File: src/rtl/wbm_uart_sched_pkg.sv
// Shared encodings and sizing helpers for the wishbone UART scheduler.
package wbm_uart_sched_pkg;

  localparam logic [1:0] ST_IDLE = 2'd0;
  localparam logic [1:0] ST_REQ  = 2'd1;
  localparam logic [1:0] ST_WAIT = 2'd2;

  localparam int FRAME_BITS_DEF = 10;

  // Width able to hold 0..pace; never narrower than one bit.
  function automatic int pace_width(input int pace);
    int w;
    w = $clog2(pace + 1);
    return (w < 1) ? 1 : w;
  endfunction

  function automatic int idx_width(input int n);
    return (n > 1) ? $clog2(n) : 1;
  endfunction

endpackage

File: src/rtl/wbm_uart_rr_arbiter.sv
// Round-robin arbiter with packet lock: the owner keeps the grant until its
// last byte is taken, then the pointer moves to the next index.
module wbm_uart_rr_arbiter
  import wbm_uart_sched_pkg::*;
#(
  parameter int N_REQ = 2,
  parameter int IW    = 1
) (
  input  logic             clk_i,
  input  logic             rst_ni,
  input  logic [N_REQ-1:0] valid_i,
  input  logic [N_REQ-1:0] last_i,
  input  logic             take_i,
  output logic [IW-1:0]    sel_o,
  output logic             sel_vld_o,
  output logic [N_REQ-1:0] grant_o
);

  logic          lock_q, lock_d;
  logic [IW-1:0] own_q, own_d;
  logic [IW-1:0] ptr_q, ptr_d;
  logic [IW-1:0] hi_idx, lo_idx, rr_idx;
  logic          hi_hit;
  logic          sel_last;

  // Lowest valid index at/after the pointer, else wrap to lowest valid overall.
  always_comb begin
    hi_hit = 1'b0;
    hi_idx = '0;
    lo_idx = '0;
    for (int i = N_REQ - 1; i >= 0; i--) begin
      if (valid_i[i]) begin
        lo_idx = IW'(i);
        if (IW'(i) >= ptr_q) begin
          hi_idx = IW'(i);
          hi_hit = 1'b1;
        end
      end
    end
    rr_idx = hi_hit ? hi_idx : lo_idx;
  end

  assign sel_o = lock_q ? own_q : rr_idx;

  always_comb begin
    sel_vld_o = 1'b0;
    sel_last  = 1'b0;
    for (int i = 0; i < N_REQ; i++) begin
      if (sel_o == IW'(i)) begin
        sel_vld_o = valid_i[i];
        sel_last  = last_i[i];
      end
    end
  end

  always_comb begin
    lock_d = lock_q;
    own_d  = own_q;
    ptr_d  = ptr_q;
    if (take_i) begin
      if (sel_last) begin
        lock_d = 1'b0;
        ptr_d  = (sel_o == IW'(N_REQ - 1)) ? '0 : sel_o + IW'(1);
      end else begin
        lock_d = 1'b1;
        own_d  = sel_o;
      end
    end
  end

  always_ff @(posedge clk_i or negedge rst_ni) begin
    if (!rst_ni) begin
      lock_q <= 1'b0;
      own_q  <= '0;
      ptr_q  <= '0;
    end else begin
      lock_q <= lock_d;
      own_q  <= own_d;
      ptr_q  <= ptr_d;
    end
  end

  assign grant_o = lock_q ? (N_REQ'(1) << own_q) : '0;

endmodule

File: src/rtl/wbm_uart_sched.sv
// Wishbone pipelined master sharing one UART slave among N_REQ TX streams,
// with frame pacing. RX read-back path enabled by WBM_UART_SCHED_RX_EN.
module wbm_uart_sched
  import wbm_uart_sched_pkg::*;
#(
  parameter int N_REQ      = 2,
  parameter int WB_CLK_HZ  = 0,
  parameter int OUTPUT_HZ  = 9600,
  parameter int FRAME_BITS = FRAME_BITS_DEF
) (
  input  logic               wb_clk_i,
  input  logic               wb_rst_ni,
  input  logic [N_REQ-1:0]   req_valid_i,
  input  logic [8*N_REQ-1:0] req_data_i,
  input  logic [N_REQ-1:0]   req_last_i,
  output logic [N_REQ-1:0]   req_ready_o,
  output logic [N_REQ-1:0]   grant_o,
  output logic               wbm_cyc_o,
  output logic               wbm_stb_o,
  output logic               wbm_we_o,
  output logic [3:0]         wbm_adr_o,
  output logic [31:0]        wbm_dat_o,
  input  logic [31:0]        wbm_dat_i,
  input  logic               wbm_ack_i,
  input  logic               wbm_stall_i,
  input  logic               irq_uart_rx_i,
  output logic               rx_valid_o,
  output logic [7:0]         rx_data_o,
  input  logic               rx_ready_i,
  output logic               rx_overrun_o
);

  localparam int TICKS = WB_CLK_HZ / OUTPUT_HZ;
  localparam int PACE  = TICKS * FRAME_BITS;
  localparam int PW    = pace_width(PACE);
  localparam int IW    = idx_width(N_REQ);

  logic [1:0]    state_q, state_d;
  logic [PW-1:0] pace_q, pace_d;
  logic          we_q, we_d;
  logic [7:0]    dat_q, dat_d;

  logic [IW-1:0] sel_idx;
  logic          sel_vld;
  logic [7:0]    sel_byte;
  logic          idle, rd_start, wr_start, ack_ev;

  assign idle = (state_q == ST_IDLE);

  wbm_uart_rr_arbiter #(.N_REQ(N_REQ), .IW(IW)) u_arb (
    .clk_i     (wb_clk_i),
    .rst_ni    (wb_rst_ni),
    .valid_i   (req_valid_i),
    .last_i    (req_last_i),
    .take_i    (wr_start),
    .sel_o     (sel_idx),
    .sel_vld_o (sel_vld),
    .grant_o   (grant_o)
  );

  always_comb begin
    sel_byte = 8'h00;
    for (int i = 0; i < N_REQ; i++) begin
      if (sel_idx == IW'(i)) sel_byte = req_data_i[8*i +: 8];
    end
  end

  // Reset gates the accept so req_ready_o stays low while wb_rst_ni is asserted.
  assign wr_start = wb_rst_ni & idle & ~rd_start & (pace_q == '0) & sel_vld;
  assign ack_ev   = wbm_ack_i & (((state_q == ST_REQ) & ~wbm_stall_i) | (state_q == ST_WAIT));

  always_comb begin
    state_d = state_q;
    we_d    = we_q;
    dat_d   = dat_q;
    pace_d  = (pace_q != '0) ? pace_q - PW'(1) : pace_q;
    case (state_q)
      ST_IDLE: begin
        if (rd_start) begin
          state_d = ST_REQ;
          we_d    = 1'b0;
          dat_d   = 8'h00;
        end else if (wr_start) begin
          state_d = ST_REQ;
          we_d    = 1'b1;
          dat_d   = sel_byte;
        end
      end
      ST_REQ:  if (!wbm_stall_i) state_d = wbm_ack_i ? ST_IDLE : ST_WAIT;
      ST_WAIT: if (wbm_ack_i) state_d = ST_IDLE;
      default: state_d = ST_IDLE;
    endcase
    if (ack_ev && we_q) pace_d = PW'(PACE);
  end

  always_ff @(posedge wb_clk_i or negedge wb_rst_ni) begin
    if (!wb_rst_ni) begin
      state_q <= ST_IDLE;
      pace_q  <= '0;
      we_q    <= 1'b0;
      dat_q   <= 8'h00;
    end else begin
      state_q <= state_d;
      pace_q  <= pace_d;
      we_q    <= we_d;
      dat_q   <= dat_d;
    end
  end

  assign wbm_cyc_o   = ~idle;
  assign wbm_stb_o   = (state_q == ST_REQ);
  assign wbm_we_o    = we_q & ~idle;
  assign wbm_adr_o   = 4'h0;
  assign wbm_dat_o   = {24'h0, dat_q};
  assign req_ready_o = wr_start ? (N_REQ'(1) << sel_idx) : '0;

`ifdef WBM_UART_SCHED_RX_EN
  logic       irq_q, rx_pend_q, rx_valid_q, ovr_q;
  logic [7:0] rx_data_q;
  logic       irq_rise;
  logic       unused_dat;

  assign irq_rise   = irq_uart_rx_i & ~irq_q;
  // A waiting byte holds off the next read, but never the TX path.
  assign rd_start   = wb_rst_ni & idle & rx_pend_q & ~rx_valid_q;
  assign unused_dat = ^wbm_dat_i[31:8];

  always_ff @(posedge wb_clk_i or negedge wb_rst_ni) begin
    if (!wb_rst_ni) begin
      irq_q      <= 1'b0;
      rx_pend_q  <= 1'b0;
      rx_valid_q <= 1'b0;
      rx_data_q  <= 8'h00;
      ovr_q      <= 1'b0;
    end else begin
      irq_q <= irq_uart_rx_i;
      // A new edge while the previous byte is still unread loses that byte.
      ovr_q <= irq_rise & rx_pend_q & ~rd_start;
      if (irq_rise)      rx_pend_q <= 1'b1;
      else if (rd_start) rx_pend_q <= 1'b0;
      if (ack_ev && !we_q) begin
        rx_valid_q <= 1'b1;
        rx_data_q  <= wbm_dat_i[7:0];
      end else if (rx_valid_q && rx_ready_i) begin
        rx_valid_q <= 1'b0;
      end
    end
  end

  assign rx_valid_o   = rx_valid_q;
  assign rx_data_o    = rx_data_q;
  assign rx_overrun_o = ovr_q;
`else
  logic unused_rx;

  assign rd_start     = 1'b0;
  assign unused_rx    = ^{irq_uart_rx_i, rx_ready_i, wbm_dat_i};
  assign rx_valid_o   = 1'b0;
  assign rx_data_o    = 8'h00;
  assign rx_overrun_o = 1'b0;
`endif

endmodule

File: config.mk
export PLATFORM = sky130hd
export DESIGN_NAME = wbm_uart_sched
export DESIGN_NICKNAME = d
export VERILOG_FILES = /design/src/rtl/wbm_uart_sched_pkg.sv /design/src/rtl/wbm_uart_rr_arbiter.sv /design/src/rtl/wbm_uart_sched.sv
export SDC_FILE = /design/constraint.sdc
export NUM_CORES = 1
export LEC_CHECK = 0
export BUFFER_PORTS_ARGS = -buffer_cell sky130_fd_sc_hd__buf_2
export CORE_ASPECT_RATIO = 1.75
export CORE_MARGIN = 2
export CORE_UTILIZATION = 35
export DETAILED_ROUTE_END_ITERATION = 7
export GPL_TIMING_DRIVEN = 1
export PLACE_DENSITY_LB_ADDON = 0.05
export SLEW_MARGIN = 20
export SYNTH_ARGS = -nofsm -noshare
export SYNTH_HDL_FRONTEND = slang
export SYNTH_HIERARCHICAL = 1
export SYNTH_SLANG_ARGS = --single-unit
File: constraint.sdc
create_clock -name wb_clk_i -period 2.1 [get_ports wb_clk_i]
set_input_delay 0.315 -clock wb_clk_i [delete_from_list [all_inputs] [get_ports wb_clk_i]]
set_output_delay 0.315 -clock wb_clk_i [all_outputs]
set_load 0.01 [all_outputs]
# --- Word-level counts from Yosys, hierarchy flattened ---
# Index checks and enable logic that the tools add are counted.
word_totals:
  ff_bits: 15
  wordCells: 59
  in_bits: 58
op_classes:
  shifts: 2
  addsub: 2
  bitwise_logic: 11
  reduce_logical: 6
  mux: 24
  n_lt_le_gt_ge: 2
  eq_ne: 5
op_table:
  columns: ["op", "n"]
  rows:
  - ["two-way mux 1 bit", 16]
  - ["two-way mux 2 bit", 6]
  - ["two-way mux 8 bit", 1]
  - ["bitwise AND 1 bit", 6]
  - ["one-hot mux 2 bit (3 select lines)", 1]
  - ["AND reduction 2 bit", 3]
  - ["inequality test 2 bit, second input constant", 2]
  - ["inverter 1 bit", 4]
  - ["left shift 1 x 1 -> 2 bit, first input constant", 2]
  - ["AND reduction 3 bit", 1]
  - ["== test 2 x 1 -> 1 bit, second input constant", 1]
  - ["== test 2 bit, second input constant", 1]
  - ["greater-or-equal comparator 1 bit, first input constant", 2]
  - ["logical NOT 2 bit", 1]
  - ["inequality test 2 x 1 -> 1 bit, second input constant", 1]
  - ["adder 1 bit, second input constant", 1]
  - ["logical AND 1 bit", 1]
  - ["bitwise OR 1 bit", 1]
  - ["subtractor 1 bit, second input constant", 1]

# --- Longest topological paths before layout ---
logic_depth:
  depth_word: 11
  depth_mapped: 8
  mapped_depth_nobuf: 7

# --- By module ---
# The synthesis kept the hierarchy.
modules_own_cells:
  columns: ["module", "n_inst", "area_per_inst_um2", "cells_per_inst"]
  rows:
  - ["wbm_uart_sched", 1, 863.3, 79]
  - ["wbm_uart_rr_arbiter", 1, 227.7, 27]

# --- Least setup slack after synthesis ---
# Ideal clock, no wire load.
synth_path:
  kind: "flip-flop to flip-flop"
  start: "register u_arb.own_q"
  end: "register u_arb.lock_q"
  setup_ns: 0.124
  period_less_slack_ns: 1.726
  setup_slack_ns: 0.374
  path_stages_with_launch: 9
  t_arrival_ns: 1.602
  required_time_ns: 1.976
  path_cell_list: "dfrtp_1 -> nand2b_1 -> a21oi_1 -> a21oi_1 -> and4bb_4 -> buf_6 -> nor2b_1 -> and3_1 -> a211o_1"
synth_between:
  elab_chain_cells: 3
  elab_cells_between_ends: 5
  cone_classes: "mux: 4; bitwise: 1"
synth_lines:
  columns: ["element", "line", "text"]
  rows:
  - ["from (decl)", "wbm_uart_rr_arbiter.sv:20", "logic [IW-1:0] own_q, own_d;"]
  - ["from (signal assigned)", "wbm_uart_rr_arbiter.sv:78", "own_q <= own_d;"]
  - ["two-way mux 1 bit", "wbm_uart_rr_arbiter.sv:43", "assign sel_o = lock_q ? own_q : rr_idx;"]
  - ["two-way mux 1 bit", "wbm_uart_rr_arbiter.sv:49", "if (sel_o == IW'(i)) begin"]
  - ["net sel_vld", "wbm_uart_sched.sv:44", "logic sel_vld;"]
  - ["bitwise AND 1 bit", "wbm_uart_sched.sv:69", "assign wr_start = wb_rst_ni & idle & ~rd_start & (pace_q == '0) & sel_vld;"]
  - ["net wr_start", "wbm_uart_sched.sv:46", "logic idle, rd_start, wr_start, ack_ev;"]
  - ["to (signal assigned)", "wbm_uart_rr_arbiter.sv:77", "lock_q <= lock_d;"]
  - ["to (decl)", "wbm_uart_rr_arbiter.sv:19", "logic lock_q, lock_d;"]
# The timed path passes the listed nets, and every way through them passes these cells.
# A chain may end at the register's enable or synchronous reset.

# --- Final worst setup path ---
layout_path:
  start: "register u_arb.own_q"
  end: "register u_arb.lock_q"
layout_between:
  elab_chain_cells: 3
  elab_cells_between_ends: 5
  cone_classes: "mux: 4; bitwise: 1"
layout_lines:
  columns: ["element", "line"]
  rows:
  - ["two-way mux 1 bit", "wbm_uart_rr_arbiter.sv:43"]
  - ["two-way mux 1 bit", "wbm_uart_rr_arbiter.sv:49"]
  - ["net sel_vld", "wbm_uart_sched.sv:44"]
  - ["bitwise AND 1 bit", "wbm_uart_sched.sv:69"]
# The timed path passes the listed nets, and every way through them passes these cells.

==> flow_results.org <==
** Drt
- Vias after detailed routing :: 750
- Number of iterations in the first detailed-routing pass :: 4
- After detailed routing, the average wire length per cell comes to 9.67 um.
- Once detail routing completed, the nets flagged for antenna violations numbered 0.
- Total Routed Length :: 1830 um
- In the routed design, unresolved DRC markers number 0.
- The first routing iteration left 7 violations.
- Post-DR vias/cell :: 3.97

** Synth
- Sorting the synthesized cells by area gives the leading types as dfrtp_1, buf_4, mux2_2, mux2_4, nor2b_1.
- Proportion of synthesized chip area in sequential cells :: 0.321
- A synthesized cell averages 10.3 um2.
- Counting distinct cell types in the post-synthesis netlist gives 28.
- Warning count from the yosys run :: 6
- Of the total synthesized cell area, the portion taken by XOR and XNOR cells is 0.
- Post-synthesis cell count :: 106
- After synthesis, the largest family of logic cells by area is buffers and inverters.
- The compound-gate portion of the synthesized area was 0.0700.
- Count of state elements after synthesis :: 14
- Ranked by instance count, the synthesized netlist is headed by buf_4, dfrtp_1, mux2_2, mux2_4.
- Adder-Cell Fraction of Synth Area :: 0
- Library cell occupying the most area in the post-synthesis netlist :: dfrtp_1
- Fraction of the mapped netlist area in simple logic gates :: 0.131
- Post-synth design cell area :: 0.00109 mm2
- Mux share of post-synthesis cell area :: 0.182
- By instance count, the leading cell after synthesis is buf_4.
- EDFF count, synth :: 0
- Primary FF master, synth :: dfrtp_1
- Portion of synthesized cell area occupied by the leading cell type :: 0.321
- For this run, asynchronously set or reset flops after synthesis account for 1.00.

** Power
- In this run the power density over the cells is 1200 mW/mm2.
- Summed over all cells, the static leakage comes to 0.680 nW.
- IR analysis of the VDD net gives a maximum drop of 0.647 mV.

** Floorplanning
- Initial Util :: 0.369
- Core Region :: 0.00296 mm2
- From left edge to right edge, the die measures 46.2 um.
- During I/O placement, the number of pins put on the boundary was 111.
- Number of standard-cell rows in the floorplan :: 26
- Die ar. :: 0.00360 mm2
- Height of the die :: 77.9 um

** CTS
- Post-CTS repair timing setup buffer count :: 1
- Clock network latency to the later pin of the worst-skew pair :: 0.24 ns
- Cell at the root of the clock tree :: clkbuf_8
- Depth of the CTS H-tree :: 1
- For this design, the sink count on the clock tree is 14.
- Post-CTS Resized :: 0
- Clock edge transition at the registers on the reported setup and hold paths :: 0.06 ns
- Clock tree from TritonCTS :: built
- Counting the buffers created by CTS gives 3.
- Cts hold-fix bufs :: 0
- Counting along the longest clock path gives a buffer depth of 2.

** Cells and area
- For this run, the share of the core covered by cells in the final layout is 0.418.
- Filler Cells Inserted :: 315
- Final design area excluding fillers :: 0.00124 mm2
- Area growth from synthesis to final layout :: 13.5%
- In the final layout, flip-flops and latches occupy 350 um2.
- Net count, final :: 206
- The count of cells in the finished layout, fillers not included, comes to 189.
- Multi-input gate area in the final layout :: 561 um2
- Number of antenna cells inserted :: 0
- Fraction of layout cells with a size suffix above 1 :: 0.476

** GRT
- The via count of the first global-routing pass was 663.
- Largest net degree at the start of global routing :: 17
- The first global-routing pass estimated 2910 um of wire.
- The number of antenna violations at the first check in global routing came to 0.
- For this run, the total global-route usage over all layers was measured as 0.108.
- Total congestion overflow :: 0

** Placement
- Summing all placed instances gives a cell area of 0.00118 mm2.
- Final weighted congestion in routability-driven placement :: 0.708
- Post-Place Cells :: 184
- DPL Wire Length :: 1500 um
- Buffers placed on the I/O ports in this run total 38.

** Job
- Max-cap violations in this run came to 0.

** Timing
- Setup repair after global routing left no endpoint under its margin.
- The clock period could shrink to 1.89 ns.
- Number of hold-slack violations in the final timing report :: 0
- Of the available clock period, the critical path in the final layout requires 0.902.
- The tightest hold path in the finished design has a slack of 0.0328 ns.
- Maximum clock rate :: 528 MHz
- Accumulated negative setup slack :: 0 ns
- Count of final setup violators :: 0
- Setup skew after layout :: 0.00287 ns
- Pins over their slew limit :: 0

** Worst hold path
- The min-delay analysis places its worst path in the category in2async.

** Critical path
- In this run the critical register-to-register path is launched from u_arb/own_q.
- Buf/Inv on CP :: 1
- The worst register-to-register path has a setup slack of 0.21 ns.
- The critical path is of the reg2reg type.
- On the critical path the largest part of the delay comes from simple AND/OR/NAND/NOR gates.
- Crit Reg-Reg Endpoint :: u_arb/lock_q
- WP data arrival :: 2.02 ns
- Top fanout value on the critical path :: 16
- STA classifies the critical path endpoint as a flop.
- Most frequent cell on the critical path :: a21oi_1
- Worst endpoint required time :: 2.22 ns
- Type of origin of the critical path :: flop
- The slowest stage of the critical path is the dfrtp_1 cell.
- Crit path largest cell delay :: 0.40 ns
- Crit path cell chain :: nand2b_1 -> a21oi_1 -> a21oi_1 -> and4bb_4 -> buf_4 -> nor2b_1 -> and3_1 -> a211o_1
- Register-to-Register Path Depth :: 8

** Status
- Run status :: finished, final reports clean
[worst max path at each step]
stage | from | end | slack, ns | cells past startpoint
floorplan | u_arb/own_q | u_arb/lock_q | 0.37 | 8
finish | u_arb/own_q | u_arb/lock_q | 0.21 | 8
detailed placement | u_arb/lock_q | req_ready_o[0] | 0.24 | 6
global placement | u_arb/lock_q | req_ready_o[0] | 0.25 | 6
global route | u_arb/own_q | u_arb/lock_q | 0.08 | 8
CTS | u_arb/own_q | u_arb/lock_q | 0.19 | 8
[per-stage QoR]
stage | setup WS (ns) | power [mW]
6_report | 0.206 | 1.48
2_1_floorplan | 0.374 | 1.08
3_5_place_dp | 0.241 | 1.24
5_1_grt | 0.0777 | 1.60
3_3_place_gp | 0.246 | 1.23
4_1_cts | 0.185 | 1.51
[kinds of logic (layout without fill, tap and decap cells)]
group           after synthesis  in the layout
mux                          16             16
buf+inv                      44             48
compound gates               11             11
other cells                   1             38
simple gates                 20             20
flops                        14             14
[per-layer routing]
metal | vias to the layer above | global-route usage | part of all wire
li1 | 354 | - | -
met1 | 345 | 0.133 | 0.39
met2 | 49 | 0.175 | 0.52
met3 | 2 | 0.0140 | 0.079
met4 | 0 | 0.0514 | 0.015
met5 | - | 0 | 0
[power by group]
part	switching [mW]	total [mW]	internal (mW)
logic	0.349	0.763	0.414
clock network	0.0900	0.256	0.166
registers	0.0751	0.464	0.389
total	0.514	1.48	0.969
[worst register-to-register path: cells and delay by family (launching register included)]
family	cells	cell delay [ns]
buffers and inverters	1	0.20
AOI/OAI and AO/OA	3	0.45
and+or+nand+nor	4	0.73
DFF	1	0.40
[layout by cell type, fill, tap and decap left out, types with 2 or more instances in the layout]
| cell type | n |
|---|---|
| nor2b_1 | 4 |
| nand2b_1 | 3 |
| or2_2 | 2 |
| mux2_2 | 11 |
| clkbuf_8 | 4 |
| mux2_4 | 5 |
| and2_1 | 2 |
| dfrtp_1 | 14 |
| conb_1 | 38 |
| inv_1 | 3 |
| nand2_1 | 2 |
| a21oi_1 | 4 |
| buf_2 | 38 |
| buf_4 | 2 |
[final cells by class]
| class | count | area share |
|---|---|---|
| repair buffers | 40 | 0.166 |
| well taps | 42 | 0.0424 |
| clock buffers | 4 | 0.0444 |
| multi-input cells | 85 | 0.453 |
| flip-flops and latches | 14 | 0.283 |
| inverters | 4 | 0.0121 |
[sequential cells by signal, summed over array words and instances, names as in the netlist]
name	flops
dat_q	8
u_arb/ptr_q	1
state_q	2
u_arb/lock_q	1
we_q	1
u_arb/own_q	1
Power figures use the tool's default switching activity.
